File: config.mk
export PLATFORM = sky130hd
export DESIGN_NAME = mips_cpu_axi_lite_master
export DESIGN_NICKNAME = d
export VERILOG_FILES = /design/src/rtl/mips_cpu_axi_lite_master.sv
export SDC_FILE = /design/constraint.sdc
export NUM_CORES = 1
export LEC_CHECK = 0
export BUFFER_PORTS_ARGS = -buffer_cell sky130_fd_sc_hd__buf_2
export CAP_MARGIN = 20
export CORE_MARGIN = 2
export CORE_UTILIZATION = 39
export CTS_CLUSTER_DIAMETER = 50
export CTS_CLUSTER_SIZE = 30
export DETAILED_ROUTE_END_ITERATION = 16
export PLACE_DENSITY = 0.75
export SYNTH_ARGS = -nofsm -noshare
export SYNTH_HDL_FRONTEND = slang
export SYNTH_SLANG_ARGS = --single-unit
export TNS_END_PERCENT = 50
File: constraint.sdc
create_clock -name mips_cpu_clk -period 1.7 [get_ports mips_cpu_clk]
set_clock_uncertainty 0.2 [all_clocks]
set_input_delay 0.17 -clock mips_cpu_clk [delete_from_list [all_inputs] [get_ports mips_cpu_clk]]
set_output_delay 0.17 -clock mips_cpu_clk [all_outputs]
set_load 0.05 [all_outputs]
File: src/rtl/mips_cpu_axi_lite_master.sv
// AXI4-Lite initiator for the MIPS core control port: one command in flight,
// converted to a single-beat AXI-Lite read or write with a registered response.
module mips_cpu_axi_lite_master #(
  parameter int unsigned ADDR_WIDTH = 14
) (
  input  logic                  mips_cpu_clk,
  input  logic                  mips_cpu_reset,
  input  logic                  req_valid,
  output logic                  req_ready,
  input  logic                  req_wr,
  input  logic [ADDR_WIDTH-1:0] req_addr,
  input  logic [31:0]           req_wdata,
  input  logic [3:0]            req_wstrb,
  output logic                  resp_valid,
  input  logic                  resp_ready,
  output logic [31:0]           resp_rdata,
  output logic [1:0]            resp_code,
  output logic                  resp_wr,
  output logic [ADDR_WIDTH-1:0] m_axi_awaddr,
  output logic                  m_axi_awvalid,
  input  logic                  m_axi_awready,
  output logic [31:0]           m_axi_wdata,
  output logic [3:0]            m_axi_wstrb,
  output logic                  m_axi_wvalid,
  input  logic                  m_axi_wready,
  input  logic [1:0]            m_axi_bresp,
  input  logic                  m_axi_bvalid,
  output logic                  m_axi_bready,
  output logic [ADDR_WIDTH-1:0] m_axi_araddr,
  output logic                  m_axi_arvalid,
  input  logic                  m_axi_arready,
  input  logic [31:0]           m_axi_rdata,
  input  logic [1:0]            m_axi_rresp,
  input  logic                  m_axi_rvalid,
  output logic                  m_axi_rready
);

  localparam logic [ADDR_WIDTH-1:0] ADDR_MASK = ~ADDR_WIDTH'(3);

  typedef enum logic [2:0] {
    S_IDLE, S_WRITE, S_WRESP, S_RADDR, S_RDATA, S_RESP
  } state_t;

  state_t                state_q, state_d;
  logic                  req_ready_d, resp_valid_d, resp_wr_d;
  logic                  awvalid_d, wvalid_d, bready_d, arvalid_d, rready_d;
  logic [ADDR_WIDTH-1:0] addr_q, addr_d;
  logic [31:0]           wdata_d, resp_rdata_d;
  logic [3:0]            wstrb_d;
  logic [1:0]            resp_code_d;
  logic                  aw_left, w_left;

  // One captured address serves both AW and AR; only one is ever valid.
  assign m_axi_awaddr = addr_q;
  assign m_axi_araddr = addr_q;

  // Channels still owed a handshake after this edge.
  assign aw_left = m_axi_awvalid & ~m_axi_awready;
  assign w_left  = m_axi_wvalid & ~m_axi_wready;

  // Next-state and next-value logic for every registered output.
  always_comb begin
    state_d      = state_q;
    req_ready_d  = req_ready;
    resp_valid_d = resp_valid;
    resp_wr_d    = resp_wr;
    resp_rdata_d = resp_rdata;
    resp_code_d  = resp_code;
    awvalid_d    = m_axi_awvalid;
    wvalid_d     = m_axi_wvalid;
    bready_d     = m_axi_bready;
    arvalid_d    = m_axi_arvalid;
    rready_d     = m_axi_rready;
    addr_d       = addr_q;
    wdata_d      = m_axi_wdata;
    wstrb_d      = m_axi_wstrb;

    case (state_q)
      S_IDLE: begin
        if (req_valid && req_ready) begin
          req_ready_d = 1'b0;
          addr_d      = req_addr & ADDR_MASK;
          wdata_d     = req_wdata;
          wstrb_d     = req_wstrb;
          if (req_wr) begin
            state_d   = S_WRITE;
            awvalid_d = 1'b1;
            wvalid_d  = 1'b1;
          end else begin
            state_d   = S_RADDR;
            arvalid_d = 1'b1;
          end
        end
      end
      S_WRITE: begin
        awvalid_d = aw_left;
        wvalid_d  = w_left;
        if (!aw_left && !w_left) begin
          state_d  = S_WRESP;
          bready_d = 1'b1;
        end
      end
      S_WRESP: begin
        if (m_axi_bvalid) begin
          state_d      = S_RESP;
          bready_d     = 1'b0;
          resp_valid_d = 1'b1;
          resp_wr_d    = 1'b1;
          resp_rdata_d = 32'd0;
          resp_code_d  = m_axi_bresp;
        end
      end
      S_RADDR: begin
        if (m_axi_arready) begin
          state_d   = S_RDATA;
          arvalid_d = 1'b0;
          rready_d  = 1'b1;
        end
      end
      S_RDATA: begin
        if (m_axi_rvalid) begin
          state_d      = S_RESP;
          rready_d     = 1'b0;
          resp_valid_d = 1'b1;
          resp_wr_d    = 1'b0;
          resp_rdata_d = m_axi_rdata;
          resp_code_d  = m_axi_rresp;
        end
      end
      S_RESP: begin
        if (resp_ready) begin
          state_d      = S_IDLE;
          resp_valid_d = 1'b0;
          req_ready_d  = 1'b1;
        end
      end
      default: begin
        state_d     = S_IDLE;
        req_ready_d = 1'b1;
      end
    endcase
  end

  // State and output registers; reset abandons any transaction in flight.
  always_ff @(posedge mips_cpu_clk) begin
    if (mips_cpu_reset) begin
      state_q       <= S_IDLE;
      req_ready     <= 1'b1;
      resp_valid    <= 1'b0;
      resp_wr       <= 1'b0;
      resp_rdata    <= 32'd0;
      resp_code     <= 2'd0;
      m_axi_awvalid <= 1'b0;
      m_axi_wvalid  <= 1'b0;
      m_axi_bready  <= 1'b0;
      m_axi_arvalid <= 1'b0;
      m_axi_rready  <= 1'b0;
      addr_q        <= '0;
      m_axi_wdata   <= 32'd0;
      m_axi_wstrb   <= 4'd0;
    end else begin
      state_q       <= state_d;
      req_ready     <= req_ready_d;
      resp_valid    <= resp_valid_d;
      resp_wr       <= resp_wr_d;
      resp_rdata    <= resp_rdata_d;
      resp_code     <= resp_code_d;
      m_axi_awvalid <= awvalid_d;
      m_axi_wvalid  <= wvalid_d;
      m_axi_bready  <= bready_d;
      m_axi_arvalid <= arvalid_d;
      m_axi_rready  <= rready_d;
      addr_q        <= addr_d;
      m_axi_wdata   <= wdata_d;
      m_axi_wstrb   <= wstrb_d;
    end
  end

endmodule

# Word-level counts from Yosys, hierarchy flattened
# Cells that the tools add are included.
classes:
  addsub: 0
  n_mul: 0
  div: 0
  n_lt_le_gt_ge: 0
  n_eq_ne: 13
  shifts: 0
  mux: 36
  bitwise_logic: 5
  n_reduce_logical: 21
op_table:
  columns: ["cell", "count"]
  rows:
  - ["$mux W32", 2]
  - ["$pmux W32 S2", 1]
  - ["$mux W3", 6]
  - ["$pmux W3 S6", 1]
  - ["$ne A2 B2 Y1 const B", 8]
  - ["$reduce_and A3 Y1", 5]
  - ["$mux W1", 14]
  - ["$pmux W1 S2", 6]
  - ["$reduce_bool A2 Y1", 5]
  - ["$reduce_and A4 Y1", 2]
  - ["$eq A3 B2 Y1 const B", 2]
  - ["$eq A3 B3 Y1 const B", 2]
  - ["$mux W2", 3]
  - ["$pmux W1 S3", 2]
  - ["$reduce_and A6 Y1", 1]
  - ["$pmux W2 S2", 1]
  - ["$reduce_or A4 Y1", 1]
  - ["$eq A3 B1 Y1 const B", 1]
  - ["$logic_not A3 Y1", 1]
  - ["$not A1 Y1", 3]
  - ["$reduce_bool A3 Y1", 1]
  - ["$and A1 B1 Y1", 2]
  - ["$logic_and A1 B1 Y1", 2]
  - ["$logic_not A1 Y1", 2]
  - ["$reduce_and A2 Y1", 1]
word_totals:
  register_bits: 93
  latch_bits: 0
  ram_bits: 0
  mem_bits_ro: 0
  output_inout_bits: 106
  elab_cells: 89
  memories: 0

# Logic depth before layout (Yosys ltp)
# Gate-level depths: netlist of run 1.
depth:
  word_depth: 6
  ltp_mapped: 7

# Worst setup path after synthesis of run 1
# Ideal clock, no wire load.
synth_timing:
  kind: "flip-flop to flip-flop"
  startpoint: "register req_ready"
  endpoint: "register state_q[1]"
  t_arrival_ns: 1.640
  setup_slack_ns: -0.224
  path_stages_with_launch: 5
  path_cell_list: "dfxtp_1 -> a211o_1 -> a21oi_1 -> or4_4 -> o31ai_2"
synth_between:
  elab_chain_cells: 3
synth_lines:
  columns: ["item", "line", "text"]
  rows:
  - ["from (decl)", "9", "output logic req_ready,"]
  - ["from (signal assigned)", "163", "req_ready <= req_ready_d;"]
  - ["$logic_and A1 B1 Y1", "80", "if (req_valid && req_ready) begin"]
  - ["$ne A2 B2 Y1 (no line)", null, null]
  - ["$reduce_and A6 Y1 (no line)", null, null]
  - ["to (signal assigned)", "162", "state_q <= state_d;"]
  - ["to (decl)", "44", "state_t state_q, state_d;"]
# Every way passes these cells.
# A chain may end at the register's enable or synchronous reset.

# Final worst setup path of run 1
layout_timing:
  startpoint: "register state_q[0]"
  endpoint: "register state_q[1]"
layout_between:
  elab_chain_cells: 3
  elab_cells_between_ends: 14
  cone_classes: "eq/ne: 11; mux: 1; reduce/logical: 2"
layout_lines:
  columns: ["item", "line", "text"]
  rows:
  - ["$eq A3 B2 Y1, or another cell as far along", "78", "case (state_q)"]
  - ["$ne A2 B2 Y1 (no line)", null, null]
  - ["$reduce_and A6 Y1 (no line)", null, null]
# Several ways; a longest one is shown, not always the timed one.

==> results.yml, run 1 <==
status:
  outcome: "finished, final reports clean"
worst_setup_path:
  r2r-start: "state_q[0]"
  slowest_stage: "or4_4"
  rr_endpoint: "state_q[1]"
  path_delay_family: "simple AND/OR/NAND/NOR gates"
  cp.depth: 5
  ff2ff_path_depth: 5
  worst_setup_path_start_kind: "flip-flop"
  required_ns: 1.76
  crit_end: "state_q[1]"
  worstPathMaxFanout: 9
  startpoint: "state_q[0]"
  setup.worst_path.class: "flip-flop to flip-flop"
  crit_arrival_ns: 1.73
  r2r_slack_ns: 0.03
  cp_num_buf_inv: 1
  worstPathCellList: "buf_6 > nor3b_1 > a21boi_1 > or4_4 > o31ai_2"
  slowest_delay_ns: 0.43
  cp-end-kind: "flip-flop"
sta:
  finalHoldViolCount: 0
  period_share_pct: 98.1
  max_freq_ghz: 0.600
  finalSetupViolations: 0
  setup_tns_ns: 0
  grt_setup_unrepaired: "true"
  fin_crit_ns: 1.67
  finalWorstSetupSlack_ns: 0.0322
  slew_violations: 0
clocking:
  clk_pin_slew_worst_paths_ns: 0.09
  cts_buffer_depth: 2
  cts_tree: "done"
  root_buffer: "clkbuf_8"
  clkLatencyLatePin_ns: 0.35
  clock_sinks: 93
  h-tree-depth: 3
  cts_buffers: 9
cells_and_area:
  nets: 776
  fillers: 669
  area_growth_pct: 63.0
  layout-drive-gt1-share_pct: 35.6
  stdcell_count: 794
  final_area_mm2: 0.00571
pwr:
  intPower_mw: 4.41
  ir_worst_vdd_mv: 0.721
  p_comb_share_pct: 45.8
  seqPwrFrac_pct: 35.0
  p_leak_nw: 2.67
  p_sw_mw: 3.47
  cellPowerDensity_mw_per_mm2: 1380
  clockPowerShare_pct: 19.1
  netSwitchingFraction_pct: 44.0
  total_power_mw: 7.89
floorplanning:
  core_area_mm2: 0.00872
  dieArea_mm2: 0.00976
  die_h_um: 98.8
  io_pins: 202
  std_cell_rows: 34
  start_util_pct: 40.2
  die_x_um: 98.8
synth:
  synth_area_leader_cell: "dfxtp_1"
  synth_common_cells: "nand2_1 (103), dfxtp_1 (93), a21oi_1 (54)"
  synth.most_common_cell: "nand2_1"
  async_flop_share_pct: 0
  synth_edf_count: 0
  yosys_most_used_dff: "dfxtp_1"
  avgSynthCellArea_um2: 8.50
  ys_ff_latch: 93
  ys_warn_count: 0
  ys_types: 33
  syn_inst: 412
  syn_area_mm2: 0.00350
  synth_area_leaders: "dfxtp_1 (53%), nand2_1 (11%), a21oi_1 (7.7%)"
  synth-seq-area-share_pct: 53.1
  synth.top_cell.area_share_pct: 53.1
place:
  place_area_mm2: 0.00452
  place_inst: 686
  dp_hpwl_mm: 6.42
  port-buffer-count: 195
  pre_cts_ws_ns: -0.0851
  gp_congestion: 0.779
detailed_routing:
  num_vias: 3877
  drt-total-wl_mm: 10.8
  dr.pass1.iters: 5
  drc: 0
  wl_per_cell_um: 13.6
  dr.first_iter.drc_count: 106
  via_per_inst: 4.88
  ant_nets: 0
global_route:
  grt_max_degree: 50
  grt_pass1_vias: 3678
  grt_pass1_wl_mm: 16.9
  overflow: 0
  grt_antenna_before_repair: 1
  track_usage_pct: 21.1
hold_path:
  hold_path_class: "primary input to flip-flop"
job:
  cap_violations: 0
-- registers in the layout (all words and copies together) (netlist names) --
signal / count
resp_rdata: 32
m_axi_arvalid: 1
resp_valid: 1
req_ready: 1
m_axi_wstrb: 4
resp_wr: 1
resp_code: 2
m_axi_bready: 1
m_axi_wdata: 32
m_axi_araddr: 12
state_q: 3
m_axi_awvalid: 1
m_axi_rready: 1
m_axi_wvalid: 1
-- how the worst min path moves through the flow --
stage / cells past startpoint / from / endpoint
floorplan: 2 / req_wdata[0] / m_axi_wdata[0]
global placement: 3 / req_addr[7] / m_axi_araddr[7]
detailed placement: 3 / req_wdata[17] / m_axi_wdata[17]
CTS: 4 / m_axi_rresp[0] / resp_code[0]
global route: 4 / m_axi_rresp[0] / resp_code[0]
finish: 4 / m_axi_rresp[0] / resp_code[0]
-- cells in the final DEF, fill, tap and decap left out, types with 2 or more instances in the layout --
master	count
mux2_2	3
a22oi_1	32
inv_1	2
buf_12	4
conb_1	4
nor2b_1	3
dfxtp_2	2
nand3b_1	3
inv_6	3
a21oi_1	54
buf_4	9
nor2_1	38
dfxtp_4	2
buf_6	3
clkbuf_8	9
buf_2	195
dlygate4sd3_1	90
a31oi_1	2
dfxtp_1	89
nand2_1	103
a211o_1	2
o21a_1	2
nand2b_1	5
mux2i_1	3
-- repair_timing --
item                                   CTS  global route
endpoints found under the hold margin   91             0
hold buffers                            90             0
setup buffers                            0             0
pin swaps                                1             0
gates resized for setup                  5            12
setup endpoints to repair               13            51
gates cloned                             0             1
-- kinds of logic after synthesis --
family	after synthesis	share of synthesized area [%]
AND/OR/NAND/NOR	162	19.2
AO/OA/AOI/OAI	100	17.7
flip-flops	93	53.1
buffers and inverters	50	8.07
multiplexers	6	1.82
other	1	0.107
-- stage by stage --
stage	utilization [%]	hold slack (ns)
global route	65.5	0.0468
floorplan	-	0.106
finish	65.5	0.0222
global placement	51.8	0.210
CTS	64.6	0.00277
detailed placement	51.8	0.218
-- per-layer routing --
metal	global-route usage (%)	share of wire (%)	up-vias
li1	-	-	1894
met1	23.8	40	1792
met5	0	0	-
met2	38.5	51	170
met4	7.06	2.1	0
met3	5.46	6.7	21
-- tightest hold or removal path, cell delays in order --
cell     delay [ns]
buf_2          0.08
mux2_2         0.14
mux2i_1        0.06
nor2_1         0.08
-- power groups by stage --
stage / clock [mW] / combinational [mW] / sequential [mW]
after floorplan: 0 / 1.42 / 3.87
after global placement: 0 / 3.26 / 2.76
after detailed placement: 0 / 3.30 / 2.78
after CTS: 1.56 / 3.48 / 2.74
after global routing: 1.66 / 3.86 / 2.81
final: 1.51 / 3.61 / 2.76
-- final cells by class --
cell class | instances | area [um2] | share of cell area [%]
Timing Repair Buffer | 302 | 2080 | 36.5
Sequential cell | 93 | 1870 | 32.8
Multi-Input combinational cell | 272 | 1410 | 24.6
Tap cell | 108 | 135 | 2.37
Clock buffer | 9 | 124 | 2.17
Clock inverter | 7 | 78.8 | 1.38
Inverter | 2 | 7.51 | 0.131
Antenna cell | 1 | 2.50 | 0.0438
Power figures use the tool's default switching activity.
==> inputs of run 2 (changes only) <==
CORE_UTILIZATION = 44   (was 39)
PLACE_DENSITY = 0.8   (was 0.75)
clock period = 1.64 ns   (was 1.7 ns; I/O delays follow)
==> results.yml, run 2 (same netlist as run 1, synthesis figures left out) <==
sta:
  finalSetupViolations: 2
  finalWorstSetupSlack_ns: -0.0435
  worst_hold_slack_ns: 0.0182
  max_freq_ghz: 0.594
  slew_violations: 0
  grt_setup_unrepaired: "true"
  finalHoldViolCount: 0
  period_share_pct: 103
  setup_tns_ns: -0.0834
  fin_crit_ns: 1.68
clocking:
  clk_pin_slew_worst_paths_ns: 0.09
  cts_tree: "done"
  root_buffer: "clkbuf_8"
  h-tree-depth: 3
  clkLatencyLatePin_ns: 0.34
  cts_buffer_depth: 2
  clock_sinks: 93
  cts_buffers: 9
place:
  dp_hpwl_mm: 6.60
  place_inst: 682
  pre_cts_ws_ns: -0.182
  port-buffer-count: 195
  gp_congestion: 0.826
job:
  cap_violations: 0
cells_and_area:
  layout-drive-gt1-share_pct: 36.5
  seqCellArea_mm2: 0.00187
  nets: 781
  final_common_cell: "buf_2"
  fillers: 502
  multi_input_area_mm2: 0.00142
  area_growth_pct: 65.1
  stdcell_count: 792
  layout_common_cells: "buf_2 (196), nand2_1 (103), dfxtp_1 (90)"
  diodes: 0
global_route:
  grt_antenna_before_repair: 0
  grt_pass1_wl_mm: 17.8
  overflow: 0
  track_usage_pct: 25.5
  grt_pass1_vias: 3887
  grt_max_degree: 37
detailed_routing:
  dr.pass1.iters: 6
  dr.first_iter.drc_count: 141
  via_per_inst: 4.98
  num_vias: 3941
  drc: 0
  ant_nets: 0
  drt-total-wl_mm: 11.7
  wl_per_cell_um: 14.7
pwr:
  intPower_mw: 4.74
  netSwitchingFraction_pct: 43.3
  seqPwrFrac_pct: 34.4
  p_leak_nw: 2.72
  p_sw_mw: 3.62
  cellPowerDensity_mw_per_mm2: 1450
  total_power_mw: 8.36
  p_comb_share_pct: 47.0
  clockPowerShare_pct: 18.6
  ir_worst_vdd_mv: 0.646
worst_setup_path:
  r2r-start: "state_q[0]"
  slowest_delay_ns: 0.44
  slowest_stage: "or4_4"
  crit_arrival_ns: 1.74
  cp-end-kind: "flip-flop"
  worst_setup_path_start_kind: "flip-flop"
  worstPathCellList: "buf_6 > nor3b_4 > a21boi_1 > or4_4 > mux2i_1"
  startpoint: "state_q[0]"
  setup.worst_path.class: "flip-flop to flip-flop"
  required_ns: 1.70
  worstPathMaxFanout: 8
floorplanning:
  start_util_pct: 45.3
  dieArea_mm2: 0.00869
  die_h_um: 93.2
  io_pins: 202
  std_cell_rows: 32
  core_area_mm2: 0.00773
  die_x_um: 93.2
hold_path:
  min_from: "m_axi_rresp[1]"
  hold_path_class: "primary input to flip-flop"
status:
  outcome: "complete, but fails checks"
  violations: "setup timing"
run 2: cell count changes in the layout (fill, tap and decap cells not counted), moves of 2 or more:
cell	previous run	this run
buf_4	9	11
dlygate4sd3_1	90	88
inv_6	3	0
clkbuf_8	9	11
a22oi_1	32	30
a22oi_2	1	3
buf_12	4	6
run 2: power by group through the flow:
stage                     Sequential, mW  Combinational [mW]  Clock (mW)
after global routing                2.92                4.19        1.70
after detailed placement            2.89                3.46           0
after global placement              2.87                3.41           0
after CTS                           2.85                3.65        1.61
final                               2.88                3.93        1.56
after floorplan                     4.02                1.48           0
run 2: worst paths after layout:
path,endpoint,slack (ns),cells past startpoint
setup / recovery,state_q[0],-0.04,5
hold reg to reg,m_axi_wdata[1],0.26,2
setup reg to reg,state_q[0],-0.04,5
hold / removal,resp_code[1],0.02,4
run 2: metrics by stage:
stage	util (%)	instance area [um2]
final	74.8	5780
after global routing	74.8	5780
after CTS	73.2	5660
after detailed placement	58.9	4550
after global placement	58.9	4550
after floorplan	-	3520
run 2: critical path: cells and delay by family (launching register included):
family / cells / cell delay [ns]
flops: 1 / 0.38
compound gates: 1 / 0.12
mux: 1 / 0.18
buf+inv: 1 / 0.13
simple gates: 2 / 0.58
run 2: area by class of cell:
type	instances	area share, %
clock buffers	11	2.62
clock inverters	5	0.995
inverters	2	0.130
multi-input cells	272	24.5
flip-flops and latches	93	32.3
well taps	102	2.21
repair buffers	307	37.2
run 2: routing by layer:
layer,global-route usage [%],vias up,wire length (um)
met5,0,-,0
li1,-,1902,-
met4,11.4,0,356
met2,46.9,190,6060
met1,26.6,1819,4400
met3,7.41,30,863
run 2: repair_timing:
action                                  CTS  global route
setup buffers                             1             3
resized for setup                         4            18
hold buffers                             88             0
endpoints found under the setup margin   36            81
endpoints found under the hold margin    86             0
pin swaps                                 1             0
cloned                                    0             2
==> inputs of run 3 (changes only) <==
ABC_AREA = 1   (was not set)
BUFFER_PORTS_ARGS = not set   (was -buffer_cell sky130_fd_sc_hd__buf_2)
CORE_UTILIZATION = 60   (was 44)
CTS_CLUSTER_DIAMETER = 200   (was 50)
DONT_BUFFER_PORTS = 1   (was not set)
PLACE_DENSITY = 0.76   (was 0.8)
==> results.yml, run 3 <==
clocking:
  clkLatencyLatePin_ns: 0.35
  clk_pin_slew_worst_paths_ns: 0.09
  cts_tree: "done"
  cts_buffers: 9
  cts_buffer_depth: 2
  root_buffer: "clkbuf_8"
  clock_sinks: 93
  h-tree-depth: 3
global_route:
  top_usage_layer: "met2"
  met1_usage_pct: 31.9
  grt_antenna_before_repair: 0
  overflow: 0
  track_usage_pct: 31.0
  grtUsageMet3_pct: 9.78
  grt_max_degree: 68
  grt_pass1_vias: 3558
  grt_pass1_wl_mm: 15.9
  grt_use_met2_pct: 55.4
floorplanning:
  die_x_um: 82.5
  die_h_um: 82.5
  start_util_pct: 62.1
  std_cell_rows: 28
  io_pins: 202
  dieArea_mm2: 0.00681
  core_area_mm2: 0.00596
worst_setup_path:
  setup.worst_path.class: "flip-flop to flip-flop"
  startpoint: "state_q[1]"
  worst_setup_path_start_kind: "flip-flop"
  r2r-start: "state_q[1]"
  crit_arrival_ns: 1.75
  required_ns: 1.68
  cp-end-kind: "flip-flop"
  worstPathMaxFanout: 9
detailed_routing:
  num_vias: 3997
  dr.first_iter.drc_count: 250
  drt-total-wl_mm: 13.1
  drc: 0
  ant_nets: 0
  dr.pass1.iters: 5
  wl_per_cell_um: 19.0
  via_per_inst: 5.78
pwr:
  ir_worst_vdd_mv: 1.41
  p_leak_nw: 2.23
  cellPowerDensity_mw_per_mm2: 1870
cells_and_area:
  multi_input_area_mm2: 0.00137
  final_common_cell: "nand2_1"
  diodes: 0
  nets: 707
  seqCellArea_mm2: 0.00187
  fillers: 246
  layout_common_cells: "nand2_1 (100), dlygate4sd3_1 (90), a21oi_1 (89), dfxtp_1 (89), inv_1 (62)"
  layout-drive-gt1-share_pct: 17.7
  area_growth_pct: 45.8
sta:
  maxSlewHeadroom_pct: 62.7
  period_share_pct: 105
  worst_hold_slack_ns: 0.109
  max_freq_ghz: 0.582
  fin_crit_ns: 1.72
  setup_tns_ns: -0.334
  finalWorstSetupSlack_ns: -0.0780
  tightest_slew_ns: 0.559
  slew_violations: 0
  finalSetupViolations: 12
  finalHoldViolCount: 0
place:
  dp_hpwl_mm: 5.89
  gp_congestion: 0.849
  port-buffer-count: 0
status:
  outcome: "complete, but fails checks"
  violations: "setup timing"
synth:
  synth.most_common_cell: "nand2_1"
  synth_common_cells: "nand2_1 (102), dfxtp_1 (93), a21oi_1 (91)"
  ys_ff_latch: 93
  syn_inst: 482
  ys_warn_count: 0
  ys_types: 21
  synth_edf_count: 0
  synth-seq-area-share_pct: 50.3
  synth_area_leader_cell: "dfxtp_1"
  async_flop_share_pct: 0
  syn_area_mm2: 0.00370
  synth.top_cell.area_share_pct: 50.3
  yosys_most_used_dff: "dfxtp_1"
  avgSynthCellArea_um2: 7.67
  synth_area_leaders: "dfxtp_1 (50%), a21oi_1 (12%), nand2_1 (10%)"
job:
  cap_violations: 0
hold_path:
  min_from: "req_valid"
  hold_path_class: "primary input to flip-flop"
-- run 3: cell types whose count changed after synthesis, sizes merged, moves of 4 or more --
cell	delta
inv	+63
o21ai	+51
a21oi	+37
a22oi	-33
nor2	-23
nand3	+10
nand2b	-5
nor2b	-4
-- run 3: timing repair --
item	in CTS	in global routing
setup buffers	0	4
pin swaps	0	4
gates cloned	0	8
endpoints found under the hold margin	89	0
resized for setup	2	48
hold buffers	91	0
endpoints found under the setup margin	30	82
-- run 3: kinds of logic (layout without fill, tap and decap cells) --
logic type / Yosys count / count (layout) / share of synthesized area (%)
simple gates: 135 / 135 / 15.4
buf+inv: 109 / 240 / 14.6
flops: 93 / 93 / 50.3
compound gates: 144 / 144 / 19.6
other cells: 1 / 4 / 0.101
-- run 3: final cells by class --
class,count,area share (%)
well taps,75,1.74
inverters,65,4.52
flip-flops and latches,93,34.7
repair buffers,159,30.2
multi-input cells,283,25.4
clock buffers,11,2.44
clock inverters,5,1.09
-- run 3: layer usage --
metal | wire (um) | up-vias
met5 | 0 | -
met4 | 618 | 0
met3 | 1230 | 68
met2 | 6650 | 312
met1 | 4620 | 1846
li1 | - | 1771
-- run 3: through the flow --
step	instances	worst slack (ns)	instance area [um2]	util [%]	power, mW
6_report	691	-0.0780	5390	90.5	10.1
2_1_floorplan	485	0.109	3710	-	6.86
5_1_grt	691	-0.139	5390	90.5	10.5
3_5_place_dp	572	-0.0337	3970	66.6	7.48
3_3_place_gp	572	0.0160	3970	66.6	7.39
4_1_cts	679	0.0231	5080	85.3	9.14
-- run 3: where the power goes --
group          total [mW]  leakage (nW)  internal (mW)  switching (mW)
clock                1.52        0.0899          0.710           0.813
sequential           4.14         0.761           2.81            1.33
combinational        4.43          1.38           1.54            2.89
-- run 3: final timing paths --
path | slack, ns | to | cells after the start
worst max-delay path | -0.08 | m_axi_wdata[23] | 8
worst min-delay path | 0.11 | m_axi_wdata[30] | 4
worst max register to register | -0.08 | m_axi_wdata[23] | 8
worst min register to register | 0.25 | m_axi_wdata[22] | 2
-- run 3: worst max-delay path: stages, from the launching register on --
cell and delay (ns):
dfxtp_2 0.34, inv_2 0.09, nand2_2 0.10, nor2_4 0.16, nand3_4 0.10, buf_12 0.15, clkbuf_16 0.16, o21ai_1 0.22
a21oi_1 0.07
